File: src/rtl/gpio_in_sync_mux.sv
// Input GPIO path: two pin banks synchronized into clk, one selected by sel,
// debounced per bit, with sticky masked rising-edge flags and an irq.
module gpio_in_sync_mux #(
  parameter int WIDTH       = 8,
  parameter int SYNC_STAGES = 2,
  parameter int DEB_CYCLES  = 4
) (
  input  logic             clk,
  input  logic             rst,
  input  logic [WIDTH-1:0] port_a,
  input  logic [WIDTH-1:0] port_b,
  input  logic             sel,
  input  logic [WIDTH-1:0] edge_mask,
  input  logic [WIDTH-1:0] edge_clr,
  output logic [WIDTH-1:0] gpio_in,
  output logic [WIDTH-1:0] edge_flags,
  output logic             irq
);

  localparam int CW = $clog2(DEB_CYCLES) + 1;

  logic [WIDTH-1:0] a_pipe [SYNC_STAGES];
  logic [WIDTH-1:0] b_pipe [SYNC_STAGES];
  logic [WIDTH-1:0] a_sync;
  logic [WIDTH-1:0] b_sync;
  logic             sel_q;
  logic [CW-1:0]    cnt      [WIDTH];
  logic [CW-1:0]    cnt_next [WIDTH];
  logic [WIDTH-1:0] raw;
  logic [WIDTH-1:0] gpio_next;
  logic [WIDTH-1:0] rise;
  logic [WIDTH-1:0] flags_next;
  logic             switch_now;

  // Both banks are synchronized all the time so a port switch sees settled data.
  always_ff @(posedge clk or posedge rst) begin
    if (rst) begin
      for (int s = 0; s < SYNC_STAGES; s++) begin
        a_pipe[s] <= '0;
        b_pipe[s] <= '0;
      end
    end else begin
      a_pipe[0] <= port_a;
      b_pipe[0] <= port_b;
      for (int s = 1; s < SYNC_STAGES; s++) begin
        a_pipe[s] <= a_pipe[s-1];
        b_pipe[s] <= b_pipe[s-1];
      end
    end
  end

  assign a_sync     = a_pipe[SYNC_STAGES-1];
  assign b_sync     = b_pipe[SYNC_STAGES-1];
  assign raw        = sel_q ? b_sync : a_sync;
  assign switch_now = (sel != sel_q);

  always_comb begin
    gpio_next = gpio_in;
    for (int i = 0; i < WIDTH; i++) cnt_next[i] = cnt[i];
    if (switch_now) begin
      // A port switch loads the new port directly, bypassing the filter.
      gpio_next = sel ? b_sync : a_sync;
      for (int i = 0; i < WIDTH; i++) cnt_next[i] = '0;
    end else begin
      for (int i = 0; i < WIDTH; i++) begin
        if (raw[i] == gpio_in[i]) begin
          cnt_next[i] = '0;
        end else if (cnt[i] == CW'(DEB_CYCLES - 1)) begin
          gpio_next[i] = raw[i];
          cnt_next[i]  = '0;
        end else begin
          cnt_next[i] = cnt[i] + CW'(1);
        end
      end
    end
  end

  assign rise       = gpio_next & ~gpio_in & edge_mask & {WIDTH{~switch_now}};
  assign flags_next = rise | (edge_flags & ~edge_clr);

  always_ff @(posedge clk or posedge rst) begin
    if (rst) begin
      sel_q      <= 1'b0;
      gpio_in    <= '0;
      edge_flags <= '0;
      for (int i = 0; i < WIDTH; i++) cnt[i] <= '0;
    end else begin
      sel_q      <= sel;
      gpio_in    <= gpio_next;
      edge_flags <= flags_next;
      for (int i = 0; i < WIDTH; i++) cnt[i] <= cnt_next[i];
    end
  end

  assign irq = |edge_flags;

endmodule

File: config.mk
export PLATFORM = sky130hd
export DESIGN_NAME = gpio_in_sync_mux
export DESIGN_NICKNAME = d
export VERILOG_FILES = /design/src/rtl/gpio_in_sync_mux.sv
export SDC_FILE = /design/constraint.sdc
export NUM_CORES = 1
export LEC_CHECK = 0
export CAP_MARGIN = 15
export CORE_MARGIN = 3
export CORE_UTILIZATION = 30
export DETAILED_ROUTE_END_ITERATION = 6
export PLACE_DENSITY = 0.53
export SLEW_MARGIN = 40
export SYNTH_ARGS = -nofsm -noshare
export SYNTH_HDL_FRONTEND = slang
export SYNTH_SLANG_ARGS = --single-unit
File: constraint.sdc
create_clock -name clk -period 2.4 [get_ports clk]
set_input_delay 0.72 -clock clk [delete_from_list [all_inputs] [get_ports clk]]
set_output_delay 0.72 -clock clk [all_outputs]
set_load 0.05 [all_outputs]
==> summary.md <==
| Metric | Value |
|---|---|
| Minimum clock period | `around 2.3 ns` |
| Critical Path RT | `around 1.7 ns` |
| Syn Nets | `just under 300` |
| Met2 Track Usage GR | `0.180` |
| Min Hold Slack | `0.345 ns` |
| CTS max path bufs | `2` |
| WS Path Type | `flip-flop to output port` |
| Mapped Avg Cell Area | `about 12 um^2` |
| Worst Hold Depth | `0` |
| Cells after synthesis | `~260` |
| Vias in the first global route | `2085` |
| Hold Fails Final Rpt | `0` |
| CP max stage cell | `clkdlybuf4s50_1` |
| Worst-Margin Slew | `between 0.7 and 0.8 ns` |
| Power per cell area | `~700 nW/um^2` |
| Final worst-path cycle share | `0.963` |
| Multiplexer share of the synthesized area | `0.00744` |
| Crit-path leading delay family | `buffers and inverters` |
| Relative slew slack | `0.491` |
| Drt wl/cell | `~13 um` |
| CTS tree | `built` |
| Met3 usage | `0.0461` |
| Internal | `around 2.0 mW` |
| Reg2reg start | `sel_q` |
| # rows | `36` |
| Compound-Gate Fraction of Synth Area | `0.125` |
| WL final | `around 6000 um` |
| DRT antenna net count | `0` |
| Yosys warning count | `0` |
| Crit path DAT | `about 1.6 ns` |
| Synthesis-stage register bit count | `73` |
| Post-CTS Setup Bufs | `0` |
| Critical Path Max Stage Delay | `0.83 ns` |
| Layout Nets | `approximately 360` |
| Psw | `between 0.6 and 0.7 mW` |
| Worst-Skew Late Latency | `~0.34 ns` |
| R2R Setup Slk | `around 0.69 ns` |
| Starting DRT DRC Count | `a little over 70` |
| Largest family of logic cells by synthesized area | `simple AND/OR/NAND/NOR gates` |
| Pre-antenna DRT Iters | `4` |
| Synth unique cells | `31` |
| Synth Cell Area | `between 3000 and 4000 um^2` |
| Buf/Inv on CP | `1` |
| R2R depth | `3` |
| VDD IR max | `roughly 0.31 mV` |
| Overall power | `2.74 mW` |
| Fraction of registers with async set or reset after synthesis | `1.00` |
| Hold Path Sink | `a_sync[1]` |
| Logic pwr share | `0.140` |
| Crit end category | `output port` |
| I/O Pins | `52` |
| Initial Util | `0.310` |
| Largest net degree at the start of global routing | `74` |
| H-tree levels | `3` |
| Post-synthesis xor/xnor area fraction | `0.0405` |
| Initial antenna violation count | `0` |
| Hold_sp | `a_pipe[9]` |
| Final Max Slew Viols | `0` |
| GRT Max-Usage Layer | `met2` |
| Sequential share of the synthesized area | `0.604` |
| Gpl congestion | `between 0.6 and 0.7` |
| Hold Path Class | `flip-flop to flip-flop` |
| Prevailing post-synth register cell | `dfrtp_1` |
| First-pass GRT wire length | `just over 10000 um` |
| Skew final | `0.00901 ns` |
| Pleak | `1.74 nW` |
| Fmax achieved | `about 0.43 GHz` |
| Worst Setup Start Kind | `flip-flop` |
| Die height | `between 100 and 150 um` |
| DP HPWL | `~4100 um` |
| Simple-gate area share of the yosys netlist | `0.153` |
| Adder-cell share of the synthesized area | `0.0331` |
| Worst-path clk slew | `approximately 0.080 ns` |
| Total gr overflow | `0` |
| RSZ-0062 raised after global routing | `no` |
| Antenna Cells | `0` |
| Num Clock Sinks | `73` |
| EDFF count, synth | `0` |
| Commonest non-fill, non-tap cell in the layout | `dfrtp_1` |
| # Max-Cap Violations | `0` |
| Buffers on Ports | `a little over 50` |
| R2r endpoint | `cnt[14]` |
| DRC | `0` |
| Gr usage total | `0.116` |
| Clock share of power | `0.362` |
| DR vias | `roughly 2100` |
| Area grow syn2layout | `30.1%` |
| Met1 Resource Use GR | `0.149` |
| Commonest cells after routing, fill and taps aside | `73 x dfrtp_1, 45 x clkdlybuf4s50_1, 18 x nor2b_1` |
| Number of CTS-inserted buffers | `9` |
| Fin Setup TNS | `0 ns` |
| Sequential Power Share | `0.498` |
| Outcome | `completed` |
| Layout cells sized above 1 | `0.0966` |
| Die W | `around 110 um` |
| Crit path max fanout | `3` |
| CORE AREA | `around 10000 um^2` |
| Worst-path cell chain | `clkdlybuf4s50_1` |
| Switching Fraction | `0.251` |
| Drt via density | `4.54` |
| Final setup viols | `0` |
| Hold-fix buffers, CTS | `0` |
| Die Area | `about 11000 um^2` |
| Buffer type at the clock tree root | `clkbuf_8` |
## worst max path at each step
stage / to / from / depth (start not counted)
4_1_cts: gpio_in[4] / gpio_in[4] / 1
3_3_place_gp: cnt[1] / sel / 4
3_5_place_dp: cnt[23] / sel / 4
6_report: edge_flags[1] / edge_flags[1] / 1
5_1_grt: edge_flags[1] / edge_flags[1] / 1
2_1_floorplan: irq / edge_flags[6] / 2
## power by group through the flow
stage	logic (mW)	registers [mW]	clock network, mW
6_report	0.383	1.36	0.990
5_1_grt	0.424	1.37	1.09
4_1_cts	0.391	1.36	1.03
3_5_place_dp	0.393	1.39	0
3_3_place_gp	0.388	1.39	0
2_1_floorplan	0.185	1.44	0
## flip-flops by register name, summed over array words and instances (netlist names)
name / cells
cnt: 24
a_pipe: 8
a_sync: 8
b_pipe: 8
b_sync: 8
edge_flags: 8
gpio_in: 8
sel_q: 1
## Yosys cell counts (3+ instances only)
cell | count | share of area
nand2b_1 | 3 | 0.0062
nor2_1 | 16 | 0.020
o21bai_1 | 7 | 0.017
nand2_1 | 9 | 0.011
o22ai_1 | 15 | 0.031
nor3_1 | 7 | 0.012
nand3b_1 | 8 | 0.020
nor2b_1 | 18 | 0.037
a22oi_1 | 15 | 0.037
a22o_1 | 7 | 0.020
buf_2 | 3 | 0.0050
dfrtp_1 | 73 | 0.60
a21oi_1 | 7 | 0.012
nor3b_1 | 11 | 0.027
xor2_1 | 14 | 0.041
ha_1 | 8 | 0.033
inv_1 | 16 | 0.020
## through the flow
stage	worst slack (ns)	cells	cell area (um^2)	utilization
after CTS	0.00594	454	3930	0.402
after global placement	-0.0695	438	3720	0.381
after floorplan	0.477	255	3030	-
after detailed placement	-0.104	438	3720	0.381
after global routing	0.00896	454	3940	0.403
final	0.0879	454	3940	0.403
## repair_timing
action / in CTS / in global routing
endpoints found under the hold margin: 0 / 0
gates resized for setup: 2 / 3
setup endpoints to repair: 2 / 3
## layer usage
metal | up-vias | wire length [um]
met5 | - | 0
met2 | 46 | 2790
met3 | 11 | 362
met1 | 994 | 2790
li1 | 1008 | -
met4 | 0 | 80
## cell families after synthesis
| family | after synthesis |
|---|---|
| compound gates | 54 |
| xor+xnor | 14 |
| fa+ha+maj | 8 |
| buf+inv | 25 |
| flops | 73 |
| mux | 1 |
| simple gates | 80 |
## final cells by class
cell class,count,area (um^2)
tap,133,166
fill,959,5840
clock buffer,14,173
inverter,16,63.8
sequential,73,1830
timing repair buffer,59,581
clock inverter,2,35.0
multi-input combinational,157,1090
Power figures use the tool's default switching activity.
